[src/rtl/pmu_power_seq.sv]
// AFE power sequencer: steps bandgap, LDO, ADC interface and timing generator on/off in order.
// Each step dwells DLY+1 cycles; a power-good fault drops straight to OFF and latches. No backpressure.
module pmu_power_seq #(
   parameter int SETTLE_W = 8
) (
   input  logic                clk,
   input  logic                rstn,
   input  logic                pwr_req,
   input  logic [SETTLE_W-1:0] bg_dly,
   input  logic [SETTLE_W-1:0] ldo_dly,
   input  logic [SETTLE_W-1:0] adc_dly,
   input  logic                pg_fail,
   input  logic                flt_clr,
   output logic                bg_en,
   output logic                ldo_en,
   output logic                adc_en,
   output logic                tg_en,
   output logic                pwr_rdy,
   output logic                busy,
   output logic                flt_sticky,
   output logic [2:0]          state
);

   typedef enum logic [2:0] {
      S_OFF    = 3'd0,
      S_UP_BG  = 3'd1,
      S_UP_LDO = 3'd2,
      S_UP_ADC = 3'd3,
      S_RUN    = 3'd4,
      S_DN_ADC = 3'd5,
      S_DN_LDO = 3'd6,
      S_DN_BG  = 3'd7
   } state_t;

   state_t              state_q, state_d;
   logic [SETTLE_W-1:0] cnt_q, cnt_d;
   logic                flt_q, flt_d;
   logic                fault;
   logic                dwell_done;

   assign fault      = pg_fail && (state_q != S_OFF);
   assign dwell_done = (cnt_q == '0);

   always_ff @(posedge clk or negedge rstn) begin
      if (!rstn) begin
         state_q <= S_OFF;
         cnt_q   <= '0;
         flt_q   <= 1'b0;
      end else begin
         state_q <= state_d;
         cnt_q   <= cnt_d;
         flt_q   <= flt_d;
      end
   end

   always_comb begin
      state_d = state_q;
      if (fault) begin
         state_d = S_OFF;
      end else begin
         case (state_q)
            S_OFF:    if (pwr_req && !flt_q) state_d = S_UP_BG;
            S_UP_BG:  if (!pwr_req)          state_d = S_DN_BG;
                      else if (dwell_done)   state_d = S_UP_LDO;
            S_UP_LDO: if (!pwr_req)          state_d = S_DN_LDO;
                      else if (dwell_done)   state_d = S_UP_ADC;
            S_UP_ADC: if (!pwr_req)          state_d = S_DN_ADC;
                      else if (dwell_done)   state_d = S_RUN;
            S_RUN:    if (!pwr_req)          state_d = S_DN_ADC;
            S_DN_ADC: if (dwell_done)        state_d = S_DN_LDO;
            S_DN_LDO: if (dwell_done)        state_d = S_DN_BG;
            S_DN_BG:  if (dwell_done)        state_d = S_OFF;
            default:                         state_d = S_OFF;
         endcase
      end
   end

   // Every state change reloads the dwell with the target's delay, so aborts restart the step cleanly.
   always_comb begin
      cnt_d = cnt_q;
      if (state_d != state_q) begin
         case (state_d)
            S_UP_BG,  S_DN_BG:  cnt_d = bg_dly;
            S_UP_LDO, S_DN_LDO: cnt_d = ldo_dly;
            S_UP_ADC, S_DN_ADC: cnt_d = adc_dly;
            default:            cnt_d = '0;
         endcase
      end else if (!dwell_done) begin
         cnt_d = cnt_q - SETTLE_W'(1);
      end
   end

   // Set beats clear when both arrive together.
   always_comb begin
      flt_d = flt_q;
      if (flt_clr) flt_d = 1'b0;
      if (fault)   flt_d = 1'b1;
   end

   always_comb begin
      bg_en   = 1'b0;
      ldo_en  = 1'b0;
      adc_en  = 1'b0;
      tg_en   = 1'b0;
      pwr_rdy = 1'b0;
      busy    = 1'b0;
      case (state_q)
         S_UP_BG, S_DN_BG: begin
            bg_en = 1'b1;
            busy  = 1'b1;
         end
         S_UP_LDO, S_DN_LDO: begin
            bg_en  = 1'b1;
            ldo_en = 1'b1;
            busy   = 1'b1;
         end
         S_UP_ADC, S_DN_ADC: begin
            bg_en  = 1'b1;
            ldo_en = 1'b1;
            adc_en = 1'b1;
            busy   = 1'b1;
         end
         S_RUN: begin
            bg_en   = 1'b1;
            ldo_en  = 1'b1;
            adc_en  = 1'b1;
            tg_en   = 1'b1;
            pwr_rdy = 1'b1;
         end
         default: ;
      endcase
   end

   assign flt_sticky = flt_q;
   assign state      = state_q;

endmodule

[config.mk]
export PLATFORM = sky130hd
export DESIGN_NAME = pmu_power_seq
export DESIGN_NICKNAME = d
export VERILOG_FILES = /design/src/rtl/pmu_power_seq.sv
export SDC_FILE = /design/constraint.sdc
export NUM_CORES = 1
export LEC_CHECK = 0
export ABC_AREA = 1
export CORE_UTILIZATION = 44
export CTS_CLUSTER_SIZE = 12
export DETAILED_ROUTE_END_ITERATION = 10
export PLACE_DENSITY_LB_ADDON = 0.25
export SKIP_CTS_REPAIR_TIMING = 1
export SYNTH_ARGS = -nofsm -noshare
export SYNTH_HDL_FRONTEND = slang
export SYNTH_SLANG_ARGS = --single-unit
[constraint.sdc]
create_clock -name clk -period 2.8 [get_ports clk]
set_clock_uncertainty 0.15 [all_clocks]
set_input_delay 0.56 -clock clk [delete_from_list [all_inputs] [get_ports clk]]
set_output_delay 0.56 -clock clk [all_outputs]
set_load 0.01 [all_outputs]
==> impl_metrics.py, run 1 <==
metrics = {
    "clock_tree": {
        "tritoncts": "done",
        "clkLatencyLatePin_ps": 280,
        "cts-root-buf": "clkbuf_4",
        "cts_made_buffers": 3,
        "cts_max_level": 1,
        "clk_path_buf_depth": 2,
        "cts.sinks": 12,
        "clkSlewWorstSetupHoldPaths_ps": 70,
    },
    "power_and_ir_drop": {
        "pwr_density_cell_mw_per_mm2": 1183,
        "finalPower_mw": 1.759,
        "leakage_nw": 0.7375,
        "irDropWorstVdd_mv": 0.7840,
    },
    "sta": {
        "finalCritPeriodShare_pct": 89.32,
        "fin_crit_ps": 2501,
        "setup_tns_ps": 0,
        "fmax_mhz": 399.8,
        "finalSetupViolCount": 0,
        "rsz0062_at_grt": "false",
        "worst_slack_ps": 298.9,
        "final_hold_viol_count": 0,
        "worst_pin_slew_ps": 529.1,
        "slew_headroom_pct": 64.61,
        "maxSlewViolCount": 0,
        "hold_slack_ps": 384.6,
    },
    "critical_path": {
        "critical_path_required_ps": 2090,
        "crit_fanout": 8,
        "cp-start-kind": "flop",
        "crit_type": "reg2out",
        "critPathArrivalTime_ps": 1790,
        "critPathCaptureType": "output pin",
    },
    "die": {
        "fp.coreArea_mm2": 0.002233,
        "initial_utilization_pct": 47.28,
        "die_x_um": 50.99,
        "dieHeight_um": 50.99,
        "boundaryPins": 39,
        "die_area_mm2": 0.002600,
        "num_rows": 17,
    },
    "global_routing": {
        "grt_usage_pct": 23.65,
        "grt_max_degree": 13,
        "antenna_found_initial": 0,
        "overflow": 0,
        "grt_pass1_vias": 1167,
        "grt_pass1_wl_um": 4719,
    },
    "synthesis": {
        "synth.distinct_cells": 21,
        "synthMuxAreaShare_pct": 0,
        "yosys.area.top_type_share_pct": 28.44,
        "yosys_warnings": 0,
        "synth.ff_latch_count": 12,
        "yosysSeqAreaShare_pct": 28.44,
        "synth_compound_area_share_pct": 9.953,
        "synthCells": 175,
        "syn_area_per_cell_um2": 6.034,
        "synthXorXnorAreaFrac_pct": 4.147,
        "synth_area_mm2": 0.001056,
        "synthesis.nets": 205,
        "synth_simple_gate_area_share_pct": 47.39,
        "synthTopCellsByArea": "dfrtp_1, nand2_1, nand3_1",
        "synth_top_cell_by_area": "dfrtp_1",
        "synth_top_family_by_area": "simple AND/OR/NAND/NOR gates",
        "yosys.area_share.adder_pct": 1.185,
    },
    "placement": {
        "hpwl_um": 2275,
        "dp_slack_ps": 208.2,
        "finalWeightedCongestion": 0.8371,
        "numPortBuffers": 38,
    },
    "layout": {
        "areaGrowthSynthToFinish_pct": 40.76,
        "finalNetCount": 247,
        "drive_gt1_share_pct": 7.907,
        "utilization_pct": 66.55,
        "n_antenna_cell": 0,
    },
    "route": {
        "vias": 1235,
        "vias_per_cell": 5.082,
        "drtAntennaViolNets": 0,
        "wl_um": 2714,
        "routedWlPerCell_um": 11.17,
        "drc": 0,
        "drt_first_pass_iters": 4,
        "drtIter0Drc": 31,
    },
    "job": {
        "maxCapViolations": 0,
    },
    "run_status": {
        "outcome": "complete, no violations",
    },
    "hold_path": {
        "hold_path_class": "reg2reg",
    },
}
flip-flops by register name (all words and copies together) (netlist names):
| signal | count |
|---|---|
| cnt_q | 8 |
| flt_sticky | 1 |
| state | 3 |
stage by stage:
step                      instances  instance area (um^2)
after floorplan                 175                  1056
final                           243                  1486
after detailed placement        240                  1464
after global routing            243                  1486
after CTS                       243                  1486
after global placement          240                  1464
per-layer routing:
layer  wire length [um]  global-route usage (%)  vias to the layer above
met1               1173                   27.78                      534
met2               1340                   44.30                       55
met3                157                   1.786                        5
li1                   -                       -                      641
met5                  0                       0                        -
met4                 42                   8.333                        0
worst paths after layout:
path	startpoint	endpoint	slack, ps	cells after the start
max	state[0]	ldo_en	300	5
min	cnt_q[0]	cnt_q[0]	380	2
max reg2reg	cnt_q[0]	cnt_q[1]	400	14
min reg2reg	cnt_q[0]	cnt_q[0]	380	2
max in group asynchronous	rstn	cnt_q[6]	1660	1
min in group asynchronous	rstn	state[2]	480	1
where the power goes:
group	switching, mW	internal [mW]	total (mW)
Clock	0.0540	0.0498	0.104
Combinational	0.774	0.524	1.30
Sequential	0.0965	0.261	0.358
cell usage after synthesis (all sizes together):
cell type	instances
clkinv	1
dfrtp	12
or3	1
inv	22
o21ai	11
buf	1
ha	1
xnor2	1
nor3	3
a21oi	10
nand2	54
nor2	22
or2	1
xor2	4
nand3	31
cells in the final DEF (no fill, tap or decap), types with 2 or more instances in the layout:
cell type / instances
nand2_1: 51
xor2_1: 4
nor2_1: 18
nor3_1: 3
clkbuf_4: 3
a21oi_1: 10
o21ai_1: 6
clkdlybuf4s50_1: 38
inv_1: 17
o21ai_0: 5
nand3_1: 30
inv_2: 5
nor2_2: 2
nor2_4: 2
nand2_2: 3
dfrtp_1: 12
layout make-up:
class	instances	area [um^2]
Clock buffer	3	22.52
Fill cell	212	747.0
Inverter	23	86.33
Multi-Input combinational cell	139	661.9
Sequential cell	12	300.3
Tap cell	28	35.03
Timing Repair Buffer	38	380.4
worst max-delay path, stage by stage (launching register included):
cell and delay [ps]:
dfrtp_1 530, nand2_1 170, nor2_1 150, inv_1 70, nand3_1 60, clkdlybuf4s50_1 530
logic make-up (layout without fill, tap and decap cells):
| family | Yosys count | count (layout) |
|---|---|---|
| AND/OR/NAND/NOR | 112 | 112 |
| buffers and inverters | 24 | 64 |
| AO/OA/AOI/OAI | 21 | 21 |
| flip-flops | 12 | 12 |
| XOR/XNOR | 5 | 5 |
| adder cells (fa/ha/maj) | 1 | 1 |
Power figures use the tool's default switching activity.
==> run 2: changes to the inputs <==
--- a/config.mk
+++ b/config.mk
@@ -5,8 +5,7 @@
 export SDC_FILE = /design/constraint.sdc
 export NUM_CORES = 1
 export LEC_CHECK = 0
-export ABC_AREA = 1
-export CORE_UTILIZATION = 44
+export CORE_UTILIZATION = 40
 export CTS_CLUSTER_SIZE = 12
 export DETAILED_ROUTE_END_ITERATION = 10
 export PLACE_DENSITY_LB_ADDON = 0.25
==> constraint.sdc (replaced) <==
create_clock -name clk -period 2.3 [get_ports clk]
set_clock_uncertainty 0.15 [all_clocks]
set_input_delay 0.46 -clock clk [delete_from_list [all_inputs] [get_ports clk]]
set_output_delay 0.46 -clock clk [all_outputs]
set_load 0.01 [all_outputs]
==> impl_metrics.py, run 2 <==
metrics = {
    "sta": {
        "maxSlewViolCount": 0,
        "finalCritPeriodShare_pct": 103.5,
        "hold_slack_ps": 389.8,
        "worst_pin_slew_ps": 723.8,
        "fmax_mhz": 419.9,
        "setup_tns_ps": -497.0,
        "final_hold_viol_count": 0,
        "rsz0062_at_grt": "true",
        "finalSetupViolCount": 8,
        "worst_slack_ps": -81.52,
        "slew_headroom_pct": 51.65,
        "fin_crit_ps": 2382,
    },
    "placement": {
        "dp_slack_ps": -491.7,
        "numPortBuffers": 38,
        "finalWeightedCongestion": 0.8446,
        "dpl.cell_count": 213,
        "place_area_mm2": 0.001687,
        "hpwl_um": 2461,
    },
    "power_and_ir_drop": {
        "pwr_density_cell_mw_per_mm2": 1186,
        "irDropWorstVdd_mv": 0.7191,
        "finalPower_mw": 2.185,
        "leakage_nw": 0.8105,
    },
    "critical_path": {
        "critPathCaptureType": "flop",
        "crit_type": "reg2reg",
        "crit_chain": "inv_1 -> ha_2 -> or4b_4 -> or4_4 -> o211ai_4 -> o21bai_4 -> o211ai_1",
        "crit_fanout": 8,
        "critPathArrivalTime_ps": 2390,
        "cpPeakStageDelay_ps": 510,
        "cp_slowest_cell": "or4b_4",
        "critical_path_required_ps": 2310,
        "cp-start-kind": "flop",
    },
    "route": {
        "drtAntennaViolNets": 0,
        "drtIter0Drc": 20,
        "wl_um": 3352,
        "vias": 1246,
        "drt_first_pass_iters": 4,
        "drc": 0,
        "routedWlPerCell_um": 14.96,
        "vias_per_cell": 5.563,
    },
    "run_status": {
        "violations": "negative setup slack",
        "outcome": "finished with violations",
    },
    "layout": {
        "utilization_pct": 72.42,
        "drive_gt1_share_pct": 28.87,
        "finalNonFillerCells": 224,
        "layout_common_cells": "clkdlybuf4s50_1, buf_4, nor2_1",
        "largest_register_ffs": 8,
        "areaGrowthSynthToFinish_pct": 66.44,
        "final_area_mm2": 0.001843,
        "top_register": "cnt_q",
        "n_antenna_cell": 0,
        "finalNetCount": 225,
        "mostFrequentLayoutCell": "clkdlybuf4s50_1",
    },
    "job": {
        "maxCapViolations": 0,
    },
    "die": {
        "fp.coreArea_mm2": 0.002545,
        "initial_utilization_pct": 43.51,
        "dieHeight_um": 54.62,
        "num_rows": 18,
        "die_x_um": 54.62,
        "die_area_mm2": 0.002983,
        "boundaryPins": 39,
    },
    "hold_path": {
        "hold_path_class": "in2async",
    },
    "global_routing": {
        "grt_pass1_wl_um": 4981,
        "grt_max_degree": 13,
        "overflow": 0,
        "antenna_found_initial": 0,
        "grt_usage_pct": 24.06,
        "grt_pass1_vias": 1173,
    },
    "synthesis": {
        "synthArstFlopShare_pct": 100.0,
        "synth.most_common_cell": "nor2_1",
        "synth_edf_count": 0,
        "ys.flop_type": "dfrtp_1",
        "synthesis.nets": 156,
        "synth.distinct_cells": 47,
        "synth_top_cell_by_area": "dfrtp_1",
        "syn_area_per_cell_um2": 8.788,
        "synthTopCellsByArea": "dfrtp_1, mux2i_1, nor2_1",
        "synthCells": 126,
        "yosys_warnings": 0,
        "ys_top_cells_by_count": "nor2_1, dfrtp_1, inv_1, mux2i_1, nand2_1",
        "yosys.area.top_type_share_pct": 27.12,
        "yosysSeqAreaShare_pct": 27.12,
        "synth.ff_latch_count": 12,
        "synth_area_mm2": 0.001107,
    },
    "clock_tree": {
        "clk_path_buf_depth": 2,
        "cts-root-buf": "clkbuf_4",
        "clkLatencyLatePin_ps": 290,
        "cts.sinks": 12,
        "cts_made_buffers": 3,
        "tritoncts": "done",
        "clkSlewWorstSetupHoldPaths_ps": 90,
        "cts_max_level": 1,
    },
}
-- run 2: cell count changes in the layout (fill, tap and decap cells not counted), sizes merged, moves of 7 or more --
| cell | before | now |
|---|---|---|
| nand3 | 31 | 0 |
| inv | 22 | 9 |
| nand2 | 54 | 9 |
| nor2 | 22 | 14 |
| o21ai | 11 | 4 |
| mux2i | 0 | 9 |
| o211ai | 0 | 7 |
| buf | 0 | 31 |
-- run 2: logic make-up (layout without fill, tap and decap cells) --
group	after synthesis	in the layout	synth area share, %
AOI/OAI and AO/OA	33	33	26.10
adders and majority gates	1	1	1.130
muxes	10	10	9.153
xor gates and xnor gates	5	5	3.955
buffers and inverters	15	83	5.650
DFF	12	12	27.12
and+or+nand+nor	50	50	26.89
-- run 2: area by class of cell --
type                       instances  area [um^2]
inverter                           9        33.78
clock buffer                       4        36.28
timing repair buffer              70        635.6
sequential                        12        302.8
multi-input combinational         99        797.0
fill                             193        701.9
tap                               30        37.54
-- run 2: path summary, 6_finish.rpt --
path / start / depth (start not counted) / slack (ps) / end
max: cnt_q[0] / 7 / -80 / cnt_q[5]
min: rstn / 1 / 390 / cnt_q[0]
max reg2reg: cnt_q[0] / 7 / -80 / cnt_q[5]
min reg2reg: flt_sticky / 2 / 440 / flt_sticky
max in group asynchronous: rstn / 1 / 1180 / state[0]
min in group clk: flt_sticky / 2 / 440 / flt_sticky
-- run 2: layer usage --
layer	vias to the layer above	share of wire, %	track usage, %
li1	607	-	-
met1	592	42	27.30
met2	43	51	43.57
met3	4	6.3	6.667
met4	0	0.87	5.983
met5	-	0	0
-- run 2: worst max-delay path: cells and delay by family (launching register included) --
kind	cells	cell delay (ps)
simple gates	2	960
compound gates	3	510
flops	1	390
fa+ha+maj	1	180
buf+inv	1	60
-- run 2: power breakdown --
part | internal, mW | leakage [nW] | switching (mW)
clock network | 0.0964 | 0.0210 | 0.0824
logic | 0.841 | 0.640 | 0.778
registers | 0.310 | 0.149 | 0.0771
==> run 3: changes to the inputs <==
--- a/config.mk
+++ b/config.mk
@@ -5,6 +5,7 @@
 export SDC_FILE = /design/constraint.sdc
 export NUM_CORES = 1
 export LEC_CHECK = 0
+export CAP_MARGIN = 5
 export CORE_UTILIZATION = 40
 export CTS_CLUSTER_SIZE = 12
 export DETAILED_ROUTE_END_ITERATION = 10
==> results of run 3 <==
The final DEF is identical to that of run 2; final timing and power are the same.
